**src/rtl/fetch_seq_if.sv**
```systemverilog
// fetch_seq_if: counter control, byte memory, instruction hand-off and branch signals
// of the fetch sequencer. master = sequencer side, slave = environment side.
interface fetch_seq_if;
    logic [15:0] pc_ao;
    logic [15:0] pc_ai;
    logic        pc_lrc;
    logic        pc_ini;
    logic        pc_oe;
    logic        mem_req;
    logic        mem_ack;
    logic [7:0]  mem_rdata;
    logic        ir_valid;
    logic        ir_ready;
    logic [7:0]  ir_op;
    logic [23:0] ir_arg;
    logic [1:0]  ir_len;
    logic        br_take;
    logic [15:0] br_addr;
    logic        flt;

    modport master (
        input  pc_ao, mem_ack, mem_rdata, ir_ready, br_take, br_addr,
        output pc_ai, pc_lrc, pc_ini, pc_oe, mem_req, ir_valid, ir_op, ir_arg, ir_len, flt
    );

    modport slave (
        output pc_ao, mem_ack, mem_rdata, ir_ready, br_take, br_addr,
        input  pc_ai, pc_lrc, pc_ini, pc_oe, mem_req, ir_valid, ir_op, ir_arg, ir_len, flt
    );
endinterface

```
**src/rtl/fetch_seq.sv**
```systemverilog
// fetch_seq: fetches 1-4 byte instructions through the program counter and a byte memory.
// Define FETCH_FAULT_EN to trap opcode fetches outside [RESET_VEC, ADDR_LIMIT].
module fetch_seq #(
    parameter logic [15:0] RESET_VEC  = 16'h8000,
    parameter logic [15:0] ADDR_LIMIT = 16'hFFFC
) (
    input  logic        clk,
    input  logic        rst,
    fetch_seq_if.master bus
);
`ifdef FETCH_FAULT_EN
    localparam bit CHK_EN = 1'b1;
`else
    localparam bit CHK_EN = 1'b0;
`endif

    typedef enum logic [2:0] {
        BOOT   = 3'd0,
        REQ    = 3'd1,
        INC    = 3'd2,
        SETTLE = 3'd3,
        ISSUE  = 3'd4,
        REDIR  = 3'd5,
        FAULT  = 3'd6
    } state_t;

    state_t      state, state_nxt;
    logic        need_op;
    logic [1:0]  idx;
    logic        br_pend;
    logic [15:0] br_tgt;
    logic [7:0]  op_q;
    logic [23:0] arg_q;
    logic [1:0]  len_q;
    logic        pend_any;
    logic        addr_bad;
    logic        lat_byte;
    logic        op_done;
    logic        clr_pend;

    function automatic logic out_of_range(input logic [15:0] a);
        return (a > ADDR_LIMIT) || (a < RESET_VEC);
    endfunction

    // A same-cycle br_take counts as pending so it beats a completing handshake.
    assign pend_any = (state != FAULT) && (br_pend || bus.br_take);
    assign addr_bad = CHK_EN && need_op && out_of_range(bus.pc_ao);

    assign bus.pc_ai  = br_tgt;
    assign bus.ir_op  = op_q;
    assign bus.ir_arg = arg_q;
    assign bus.ir_len = len_q;
    assign bus.flt    = CHK_EN && (state == FAULT);

    always_ff @(posedge clk or posedge rst) begin
        if (rst) state <= BOOT;
        else     state <= state_nxt;
    end

    always_comb begin
        state_nxt    = state;
        bus.mem_req  = 1'b0;
        bus.pc_oe    = 1'b0;
        bus.pc_ini   = 1'b0;
        bus.pc_lrc   = 1'b0;
        bus.ir_valid = 1'b0;
        lat_byte     = 1'b0;
        op_done      = 1'b0;
        clr_pend     = 1'b0;
        case (state)
            BOOT: state_nxt = REQ;
            REQ: begin
                if (addr_bad) begin
                    state_nxt = FAULT;
                end else begin
                    bus.mem_req = 1'b1;
                    bus.pc_oe   = 1'b1;
                    if (bus.mem_ack) begin
                        if (pend_any) begin
                            state_nxt = REDIR;
                        end else begin
                            lat_byte  = 1'b1;
                            state_nxt = INC;
                        end
                    end
                end
            end
            INC: begin
                bus.pc_ini = 1'b1;
                state_nxt  = pend_any ? REDIR : SETTLE;
            end
            SETTLE: begin
                if (pend_any)                   state_nxt = REDIR;
                else if (need_op || idx != len_q) state_nxt = REQ;
                else                            state_nxt = ISSUE;
            end
            ISSUE: begin
                if (pend_any) begin
                    state_nxt = REDIR;
                end else begin
                    bus.ir_valid = 1'b1;
                    if (bus.ir_ready) begin
                        op_done   = 1'b1;
                        state_nxt = REQ;
                    end
                end
            end
            REDIR: begin
                bus.pc_lrc = 1'b1;
                clr_pend   = 1'b1;
                state_nxt  = SETTLE;
            end
            FAULT:   state_nxt = FAULT;
            default: state_nxt = BOOT;
        endcase
    end

    always_ff @(posedge clk or posedge rst) begin
        if (rst) begin
            need_op <= 1'b1;
            idx     <= 2'd0;
            br_pend <= 1'b0;
            br_tgt  <= 16'h0000;
            op_q    <= 8'h00;
            arg_q   <= 24'h000000;
            len_q   <= 2'd0;
        end else begin
            // A newer br_take overwrites the target and keeps the request pending.
            if (bus.br_take && state != FAULT) begin
                br_pend <= 1'b1;
                br_tgt  <= bus.br_addr;
            end else if (clr_pend) begin
                br_pend <= 1'b0;
            end
            if (clr_pend || op_done) need_op <= 1'b1;
            if (lat_byte) begin
                if (need_op) begin
                    op_q    <= bus.mem_rdata;
                    arg_q   <= 24'h000000;
                    len_q   <= bus.mem_rdata[7:6];
                    idx     <= 2'd0;
                    need_op <= 1'b0;
                end else begin
                    case (idx)
                        2'd0:    arg_q[7:0]   <= bus.mem_rdata;
                        2'd1:    arg_q[15:8]  <= bus.mem_rdata;
                        default: arg_q[23:16] <= bus.mem_rdata;
                    endcase
                    idx <= idx + 2'd1;
                end
            end
        end
    end
endmodule
```
**src/flat_wrapper.sv**
```systemverilog
// flat-port wrapper written by rule: the top's interface ports become plain ports
module fetch_seq_flat 
#(
    parameter logic [15:0] RESET_VEC  = 16'h8000,
    parameter logic [15:0] ADDR_LIMIT = 16'hFFFC
)
  (clk, rst, bus_pc_ao, bus_mem_ack, bus_mem_rdata, bus_ir_ready, bus_br_take, bus_br_addr, bus_pc_ai, bus_pc_lrc, bus_pc_ini, bus_pc_oe, bus_mem_req, bus_ir_valid, bus_ir_op, bus_ir_arg, bus_ir_len, bus_flt);
  fetch_seq_if bus_i ();
  input  logic clk;
  input  logic rst;
  input wire logic [$bits(bus_i.pc_ao)-1:0] bus_pc_ao;
  input wire logic [$bits(bus_i.mem_ack)-1:0] bus_mem_ack;
  input wire logic [$bits(bus_i.mem_rdata)-1:0] bus_mem_rdata;
  input wire logic [$bits(bus_i.ir_ready)-1:0] bus_ir_ready;
  input wire logic [$bits(bus_i.br_take)-1:0] bus_br_take;
  input wire logic [$bits(bus_i.br_addr)-1:0] bus_br_addr;
  output wire logic [$bits(bus_i.pc_ai)-1:0] bus_pc_ai;
  output wire logic [$bits(bus_i.pc_lrc)-1:0] bus_pc_lrc;
  output wire logic [$bits(bus_i.pc_ini)-1:0] bus_pc_ini;
  output wire logic [$bits(bus_i.pc_oe)-1:0] bus_pc_oe;
  output wire logic [$bits(bus_i.mem_req)-1:0] bus_mem_req;
  output wire logic [$bits(bus_i.ir_valid)-1:0] bus_ir_valid;
  output wire logic [$bits(bus_i.ir_op)-1:0] bus_ir_op;
  output wire logic [$bits(bus_i.ir_arg)-1:0] bus_ir_arg;
  output wire logic [$bits(bus_i.ir_len)-1:0] bus_ir_len;
  output wire logic [$bits(bus_i.flt)-1:0] bus_flt;
  assign bus_i.pc_ao = bus_pc_ao;
  assign bus_i.mem_ack = bus_mem_ack;
  assign bus_i.mem_rdata = bus_mem_rdata;
  assign bus_i.ir_ready = bus_ir_ready;
  assign bus_i.br_take = bus_br_take;
  assign bus_i.br_addr = bus_br_addr;
  assign bus_pc_ai = bus_i.pc_ai;
  assign bus_pc_lrc = bus_i.pc_lrc;
  assign bus_pc_ini = bus_i.pc_ini;
  assign bus_pc_oe = bus_i.pc_oe;
  assign bus_mem_req = bus_i.mem_req;
  assign bus_ir_valid = bus_i.ir_valid;
  assign bus_ir_op = bus_i.ir_op;
  assign bus_ir_arg = bus_i.ir_arg;
  assign bus_ir_len = bus_i.ir_len;
  assign bus_flt = bus_i.flt;
  fetch_seq #(.RESET_VEC(RESET_VEC), .ADDR_LIMIT(ADDR_LIMIT)) u_core (.clk(clk), .rst(rst), .bus(bus_i));
endmodule
```
**config.mk**
```make
export PLATFORM = sky130hd
export DESIGN_NAME = fetch_seq_flat
export DESIGN_NICKNAME = d
export VERILOG_FILES = /design/src/rtl/fetch_seq_if.sv /design/src/rtl/fetch_seq.sv /design/src/flat_wrapper.sv
export SDC_FILE = /design/constraint.sdc
export NUM_CORES = 1
export LEC_CHECK = 0
export ABC_CLOCK_PERIOD_IN_PS = 1900
export CAP_MARGIN = 25
export CORE_UTILIZATION = 43
export DETAILED_ROUTE_END_ITERATION = 8
export PLACE_DENSITY = 0.85
export SETUP_SLACK_MARGIN = 0.02
export SLEW_MARGIN = 5
export SYNTH_ARGS = -nofsm -noshare
export SYNTH_HDL_FRONTEND = slang
export SYNTH_SLANG_ARGS = --single-unit
```
**constraint.sdc**
```tcl
create_clock -name clk -period 1.9 [get_ports clk]
set_input_delay 0.38 -clock clk [delete_from_list [all_inputs] [get_ports clk]]
set_output_delay 0.38 -clock clk [all_outputs]
set_load 0.05 [all_outputs]
```
==> out/metrics.yaml, run 1 <==
worst_setup_path:
  path_cells: "clkdlybuf4s50_1"
  crit_fanout: 2
  rr_startpoint: "u_core.br_pend$_DFFE_PP0P_"
  cp_data_arrival_time_ns: 1.46
  cp-startpoint: "u_core.bus.pc_ai[8]$_DFFE_PP0P_"
  cpPeakStageDelay_ns: 0.81
  cp_top_family: "buffers and inverters"
  reg2reg_slack_ns: 0.27
  path_class: "register to output pin"
  critPathRequiredTime_ns: 1.52
  critPathSlowestCell: "clkdlybuf4s50_1"
  critPathBufInv: 1
  endpoint_kind: "output pin"
  setup.worst_path.start_class: "register"
logic_synthesis:
  ys_ff_latch: 55
  ys_top_cells_by_count: "dfrtp_1, mux2_2, o21ai_0"
  synth_fa_ha_area_share_pct: 0.998
  synth-edff-count: 0
  ys.flop_type: "dfrtp_1"
  synth_nets: 260
  async_flop_share_pct: 100
  synth_compound_area_share_pct: 17.1
  synth_area_leaders: "dfrtp_1, mux2_2, o21ai_0"
  synth.area.mux_share_pct: 10.8
  post-synth-top-count-cell: "dfrtp_1"
  synth.avg_cell_area_sq_um: 11.8
  synth.top_cell.area_share_pct: 53.9
  yosysTopAreaCell: "dfrtp_1"
  synthXorXnorAreaFrac_pct: 0.698
  postSynthCellCount: 213
  syn_area_sq_mm: 0.00251
  ys_types: 49
  synth_simple_gate_area_share_pct: 10.6
  synth_seq_area_share_pct: 54.9
  synth_top_family_by_area: "compound AO/OA/AOI/OAI gates"
  synth_warnings: 0
routing:
  drc: 0
  wl_microns: 5880
  first_pass_iters: 5
  drtIter0Drc: 210
  ant_nets: 0
  wl_per_cell_microns: 15.8
  num_vias: 2042
  vias_per_cell: 5.49
pwr:
  cellLeakagePower_nw: 1.72
  peakVddDrop_v: 0.000868
  fin_total_pwr_w: 0.00556
  p_per_area_mw_per_mm2: 1540
cts:
  clkTransAtPathRegs_ns: 0.09
  hold_buffers: 0
  cts_buffers: 5
  clk_path_buf_depth: 2
  clock_latency_ns: 0.30
  clock-sinks: 55
  h-tree-depth: 2
  root_buffer: "clkbuf_8"
  cts_tree: "yes"
die:
  die_area_sq_mm: 0.00614
  core_area_sq_mm: 0.00557
  die_w_microns: 78.4
  io-pin-count: 101
  die_h_microns: 78.4
  rows: 27
  start_util_pct: 45.0
finish:
  design_area_sq_mm: 0.00362
  fillers: 457
  finish.utilization_pct: 65.0
  num_antenna_cells: 0
  fin_nets: 346
  area_delta_synth_final_pct: 44.3
  drive_above_1_share_pct: 29.0
run:
  maxCapViolCount: 0
hold_path:
  min-delay-path-class: "primary input to asynchronous set/reset pin"
grt:
  grt-ovfl-total: 0
  first_global_vias: 1854
  grt_pass1_wl_microns: 9300
  antenna_found_initial: 0
  grt_max_degree: 56
  grtUsageTotal_pct: 19.6
sta:
  fin_tns_setup_ns: 0
  min_period_ns: 1.84
  finalHoldViolCount: 0
  worst_slack_ns: 0.0564
  drv_slew: 0
  timing.final.crit_share_pct: 97.0
  clock.fmax_mhz: 542
  setup_viol: 0
  rsz0062_at_grt: "true"
  slew_headroom_pct: 59.8
  worst_pin_slew_ns: 0.601
  finClkSkew_ns: 0.00906
place:
  preCtsSetupSlack_ns: -0.183
  gp_congestion: 0.791
  dp_hpwl_microns: 4240
  dpl-instance-area_sq_mm: 0.00348
  numPortBuffers: 83
status:
  outcome: "completed"
layout make-up:
type	instances	area (sq um)	area share, %
flip-flops and latches	55	1380	38.0
multi-input cells	133	1030	28.6
repair buffers	96	998	27.6
well taps	72	90.1	2.49
clock buffers	6	72.6	2.00
inverters	8	35.0	0.968
clock inverters	2	12.5	0.346
report_power, final:
group | total [W] | switching [W] | leakage, nW | internal, W
logic | 0.00314 | 0.00203 | 1.02 | 0.00111
registers | 0.00179 | 0.000285 | 0.658 | 0.00151
clock network | 0.000631 | 0.000372 | 0.0412 | 0.000259
registers in the layout, indices dropped and copies added (netlist names):
register           flops
u_core.state           3
u_core.need_op         1
u_core.br_pend         1
u_core.bus.ir_arg     24
u_core.bus.ir_len      2
u_core.idx             2
u_core.bus.pc_ai      16
u_core.bus.ir_op       6
per-layer routing:
metal / GRT usage [%] / wire length (microns) / vias to the layer above
met5: 0 / 0 / -
met4: 6.67 / 92 / 0
met3: 3.60 / 308 / 10
met2: 30.9 / 2930 / 84
met1: 27.4 / 2550 / 1001
li1: - / - / 947
path summary, 6_finish.rpt:
kind                                                     end  cells past startpoint
max                                             bus_pc_ai[8]                      1
min                         u_core.bus.pc_ai[12]$_DFFE_PP0P_                      3
max reg2reg                u_core.bus.ir_arg[10]$_DFFE_PP0P_                      4
min reg2reg                 u_core.bus.pc_ai[13]$_DFFE_PP0P_                      1
max in group asynchronous           u_core.need_op$_DFF_PP1_                      3
min in group clk            u_core.bus.pc_ai[13]$_DFFE_PP0P_                      1
stage by stage:
stage / std cells / hold WS (ns)
2_1_floorplan: 213 / 0.474
3_3_place_gp: 364 / 0.486
3_5_place_dp: 364 / 0.490
4_1_cts: 372 / 0.444
5_1_grt: 372 / 0.453
6_report: 372 / 0.432
timing repair:
| item | CTS | global route |
|---|---|---|
| pin swaps | 1 | 0 |
| buffers inserted | 0 | 0 |
| endpoints found under the setup margin | 2 | 20 |
| gates resized for setup | 4 | 19 |
placed cells by master, fill, tap and decap left out, types with 4 or more instances in the layout:
master	count
a22o_1	7
buf_12	8
buf_4	33
clkbuf_8	5
clkdlybuf4s50_1	36
dfrtp_1	54
dlymetal6s2s_1	17
inv_1	6
mux2_2	23
nand2_1	14
nand3_1	7
nor2_1	4
o211ai_1	12
o21ai_0	19
o31ai_1	4
cell families (layout without fill, tap and decap cells):
family	after synthesis	after routing
compound gates	61	61
flops	55	55
fa+ha+maj	2	2
mux	24	24
simple gates	43	43
xor+xnor	2	2
buf+inv	25	112
other cells	1	1
No activity file was read; power rests on OpenSTA's default activity.
==> run 2: changes to the inputs <==
Settings changed: CAP_MARGIN 25 to 20, CORE_ASPECT_RATIO from default to 1.1.
==> run 2 against run 1 <==
Compared with the run above: wire length is 2.1% higher; sequential cell count unchanged; via count grew 0.78%; first-iteration DRC count decreased by 62%; sequential share of layout area is 0.42 points lower; clock skew shrank 0.0038 ns; sequential power hardly changed; global-route usage up 1.2 points; critical path depth stayed put; clock-buffer cell count increased by 1.
==> out/metrics.yaml, run 2 (synthesized netlist as in run 1, its figures left out) <==
worst_setup_path:
  cpPeakStageDelay_ns: 0.81
  critPathRequiredTime_ns: 1.52
  critPathBufInv: 1
  rr_startpoint: "u_core.state[0]$_DFFE_PP0P_"
  reg2reg_depth: 4
  reg2reg_to: "u_core.state[0]$_DFFE_PP0P_"
  endpoint_kind: "output pin"
  crit_fanout: 2
  critPathSlowestCell: "clkdlybuf4s50_1"
  reg2reg_slack_ns: 0.25
  cp_top_family: "buffers and inverters"
  cp_data_arrival_time_ns: 1.47
  path_cells: "clkdlybuf4s50_1"
  path_class: "register to output pin"
  setup.worst_path.start_class: "register"
routing:
  num_vias: 2058
  wl_per_cell_microns: 15.8
  wl_microns: 6000
  ant_nets: 0
  drtIter0Drc: 80
  drc: 0
  vias_per_cell: 5.43
  first_pass_iters: 4
sta:
  finClkSkew_ns: 0.00526
  clock.fmax_mhz: 541
  timing.final.crit_share_pct: 97.2
  min_period_ns: 1.85
  worst_pin_slew_ns: 0.621
  rsz0062_at_grt: "false"
  finalHoldViolCount: 0
  slew_headroom_pct: 58.4
  setup_viol: 0
  drv_slew: 0
place:
  gp_congestion: 0.904
  numPortBuffers: 83
  place_inst: 371
  dp_hpwl_microns: 4470
  dpl-instance-area_sq_mm: 0.00350
cts:
  cts_tree: "yes"
  cts_buffers: 5
  clock-sinks: 55
  clkTransAtPathRegs_ns: 0.09
  cts_setup_buffers: 0
  clock_latency_ns: 0.31
  h-tree-depth: 2
  clk_path_buf_depth: 2
  root_buffer: "clkbuf_8"
finish:
  fin_cells: 379
  fin_nets: 350
  design_area_sq_mm: 0.00366
  num_antenna_cells: 0
  area_delta_synth_final_pct: 46.1
  drive_above_1_share_pct: 30.6
  final_common_cell: "dfrtp_1"
  final_cell_mix: "dfrtp_1, buf_4, clkdlybuf4s50_1"
  largest_reg_flops: 24
  fillers: 435
pwr:
  peakVddDrop_v: 0.000749
  p_per_area_mw_per_mm2: 1530
  cellLeakagePower_nw: 1.78
grt:
  antenna_found_initial: 0
  grt_pass1_wl_microns: 9580
  grt-ovfl-total: 0
  grtUsageTotal_pct: 20.9
  grt_max_degree: 22
  first_global_vias: 2041
hold_path:
  min-delay-path-class: "primary input to asynchronous set/reset pin"
die:
  die_h_microns: 82.1
  start_util_pct: 45.6
  rows: 28
  core_area_sq_mm: 0.00550
  io-pin-count: 101
  die_w_microns: 74.8
  die_area_sq_mm: 0.00614
run:
  maxCapViolCount: 0
status:
  outcome: "completed"
run 2: cell count changes in the layout (fill, tap and decap cells not counted):
cell | before | now
buf_4 | 33 | 39
clkinv_2 | 1 | 0
inv_8 | 0 | 1
dfrtp_1 | 54 | 53
dfrtp_2 | 0 | 1
clkinvlp_4 | 1 | 0
clkbuf_1 | 1 | 2
dlymetal6s2s_1 | 17 | 21
clkdlybuf4s50_1 | 36 | 31
dlygate4sd2_1 | 2 | 1
run 2: power by group:
part           leakage, nW  internal, W  total, W  switching (W)
registers            0.657      0.00151   0.00180       0.000285
clock network       0.0428     0.000267  0.000640       0.000373
logic                 1.08      0.00112   0.00315        0.00204
total                 1.78      0.00289   0.00559        0.00270
run 2: how the worst max path moves through the flow:
stage	startpoint	slack (ns)	cells past startpoint	to
after floorplan	u_core.state[0]$_DFFE_PP0P_	0.15	3	bus_ir_valid
after global placement	bus_br_take	-0.15	6	u_core.bus.ir_len[1]$_DFFE_PP0P_
after detailed placement	bus_br_take	-0.17	7	u_core.bus.ir_arg[8]$_DFFE_PP0P_
after CTS	u_core.state[1]$_DFFE_PP0P_	0.009	4	bus_ir_valid
after global routing	u_core.bus.ir_op[3]$_DFFE_PP0P_	0.02	1	bus_ir_op[3]
final	u_core.bus.pc_ai[3]$_DFFE_PP0P_	0.05	1	bus_pc_ai[3]
run 2: final cells by class:
class,instances,area [sq um],area share (%)
clock buffer,7,76.3,2.08
timing repair buffer,100,1030,28.2
multi-input combinational,133,1030,28.2
tap,75,93.8,2.56
clock inverter,1,8.76,0.239
inverter,8,37.5,1.02
sequential,55,1380,37.6
run 2: what timing repair did:
action	CTS	global route
setup endpoints to repair	2	25
hold buffers	0	0
gates resized for setup	4	24
pin swaps	1	1
gates cloned	0	0
run 2: worst reg2reg max path, stage by stage (launching register included):
cell	delay, ns
dfrtp_1	0.42
buf_4	0.20
or4b_2	0.59
nor4_1	0.20
o32ai_1	0.12
run 2: routing by layer:
metal / track usage [%] / vias up / wire length [microns]
met3: 7.16 / 6 / 402
met5: 0 / - / 0
met1: 25.6 / 1021 / 2490
met4: 6.04 / 0 / 66
li1: - / 959 / -
met2: 34.8 / 72 / 3040
run 2: through the flow:
| step | hold slack [ns] | setup TNS (ns) | total power, W | util, % | worst slack (ns) |
|---|---|---|---|---|---|
| CTS | 0.417 | 0 | 0.00561 | 65.6 | 0.00859 |
| global placement | 0.486 | -3.41 | 0.00486 | 63.7 | -0.152 |
| global route | 0.436 | 0 | 0.00590 | 66.6 | 0.0200 |
| floorplan | 0.474 | 0 | 0.00390 | - | 0.154 |
| finish | 0.402 | 0 | 0.00559 | 66.6 | 0.0527 |
| detailed placement | 0.492 | -3.73 | 0.00495 | 63.7 | -0.171 |
==> run 3: changes to the inputs <==
Settings changed: CORE_UTILIZATION 43 to 35, PLACE_DENSITY 0.85 to 0.72.
==> run 3 against run 2 <==
Compared with the run above: clock-buffer cell count shrank 2; fmax grew 0.24%; non-clock buffer count down 1; critical endpoint is now bus_pc_ai[5]; largest power group unchanged; highest routed layer unchanged.
==> out/metrics.yaml, run 3 (synthesized netlist as in run 1, its figures left out) <==
grt:
  grt-ovfl-total: 0
  grt_max_degree: 29
  grtUsageTotal_pct: 17.4
  grt_pass1_wl_microns: 10000
  met3_usage_pct: 5.35
  met1_usage_pct: 23.6
  antenna_found_initial: 0
  grt_use_met2_pct: 26.7
  first_global_vias: 2071
  top_usage_layer: "met2"
pwr:
  peakVddDrop_v: 0.000940
  cellLeakagePower_nw: 1.73
  p_per_area_mw_per_mm2: 1560
  fin_total_pwr_w: 0.00573
finish:
  finish.utilization_pct: 52.6
  drive_above_1_share_pct: 31.7
  area_delta_synth_final_pct: 46.0
  fin_nets: 349
  final_cell_mix: "dfrtp_1, buf_4, clkdlybuf4s50_1"
  fillers: 645
  num_antenna_cells: 0
  largest_reg_flops: 24
  final_common_cell: "dfrtp_1"
cts:
  post_cts_resized: 5
  hold_buffers: 0
  clkTransAtPathRegs_ns: 0.11
  h-tree-depth: 2
  cts_setup_buffers: 0
  cts_tree: "yes"
  clock-sinks: 55
  clock_latency_ns: 0.32
  clk_path_buf_depth: 2
  root_buffer: "clkbuf_8"
  cts_buffers: 5
routing:
  num_vias: 2051
  first_pass_iters: 4
  vias_per_cell: 5.29
  drc: 0
  wl_per_cell_microns: 15.7
  wl_microns: 6100
  ant_nets: 0
  drtIter0Drc: 105
status:
  outcome: "completed"
die:
  start_util_pct: 36.0
  rows: 32
  io-pin-count: 101
  die_area_sq_mm: 0.00751
  die_w_microns: 82.7
  die_h_microns: 90.8
  core_area_sq_mm: 0.00697
sta:
  drv_slew: 0
  fin_tns_setup_ns: 0
  fin_hold_ws_ns: 0.344
  min_period_ns: 1.84
  slew_headroom_pct: 58.8
  worst_pin_slew_ns: 0.615
  finalHoldViolCount: 0
  clock.fmax_mhz: 543
  worst_slack_ns: 0.0571
  setup_viol: 0
  rsz0062_at_grt: "false"
  timing.final.crit_share_pct: 97.0
  finClkSkew_ns: 0.0136
place:
  dp_hpwl_microns: 4440
  gp_congestion: 0.820
  preCtsSetupSlack_ns: -0.115
  numPortBuffers: 83
worst_setup_path:
  reg2reg_depth: 4
  critPathBufInv: 1
  rr_startpoint: "u_core.state[1]$_DFFE_PP0P_"
  cp_top_family: "buffers and inverters"
  path_class: "register to output pin"
  endpoint_kind: "output pin"
  cp_data_arrival_time_ns: 1.46
  critPathSlowestCell: "clkdlybuf4s50_1"
  critPathRequiredTime_ns: 1.52
  path_cells: "clkdlybuf4s50_1"
  critPathCapture: "bus_pc_ai[5]"
  reg2reg_slack_ns: 0.29
  reg2reg_to: "u_core.bus.ir_len[1]$_DFFE_PP0P_"
  cp.depth: 1
  crit_fanout: 2
  setup.worst_path.start_class: "register"
  cpPeakStageDelay_ns: 0.80
  cp-startpoint: "u_core.bus.pc_ai[5]$_DFFE_PP0P_"
run:
  maxCapViolCount: 0
hold_path:
  min-delay-path-class: "primary input to asynchronous set/reset pin"
[run 3: cell types whose count changed in the layout (fill, tap and decap cells not counted), sizes merged]
cell,delta
buf,+1
dlymetal6s2s,-4
clkinv,+2
inv,-1
clkdlybuf4s50,-1
clkbuf,-2
dlygate4sd2,+3
bufinv,+1
[run 3: per-stage QoR]
stage                     instances  instance area [sq um]
after global routing            388                   3660
after detailed placement        380                   3490
after global placement          380                   3490
after CTS                       388                   3610
final                           388                   3660
after floorplan                 213                   2510
[run 3: power by group]
group	internal, W	switching [W]	total, W	leakage, nW
clock network	0.000393	0.000397	0.000791	0.0581
logic	0.00110	0.00206	0.00317	1.01
registers	0.00151	0.000267	0.00178	0.657
[run 3: metal layers]
layer | part of all wire, % | vias up
met3 | 6.5 | 10
li1 | - | 953
met2 | 47 | 66
met5 | 0 | -
met1 | 45 | 1022
met4 | 1.3 | 0
[run 3: final cells by class]
class	count	area [sq um]	area share, %
Sequential cell	55	1380	37.6
Multi-Input combinational cell	133	1030	28.2
Timing Repair Buffer	99	996	27.2
Tap cell	85	106	2.90
Clock buffer	5	68.8	1.88
Clock inverter	3	43.8	1.20
Inverter	8	35.0	0.956
[run 3: how the worst min path moves through the flow]
stage                                              endpoint  depth (start not counted)
after floorplan                 u_core.state[0]$_DFFE_PP0P_                          1
after global placement    u_core.bus.ir_arg[21]$_DFFE_PP0P_                          1
after detailed placement    u_core.bus.pc_ai[3]$_DFFE_PP0P_                          1
after CTS                  u_core.bus.ir_arg[1]$_DFFE_PP0P_                          2
after global routing       u_core.bus.ir_arg[1]$_DFFE_PP0P_                          2
final                      u_core.bus.ir_arg[1]$_DFFE_PP0P_                          2
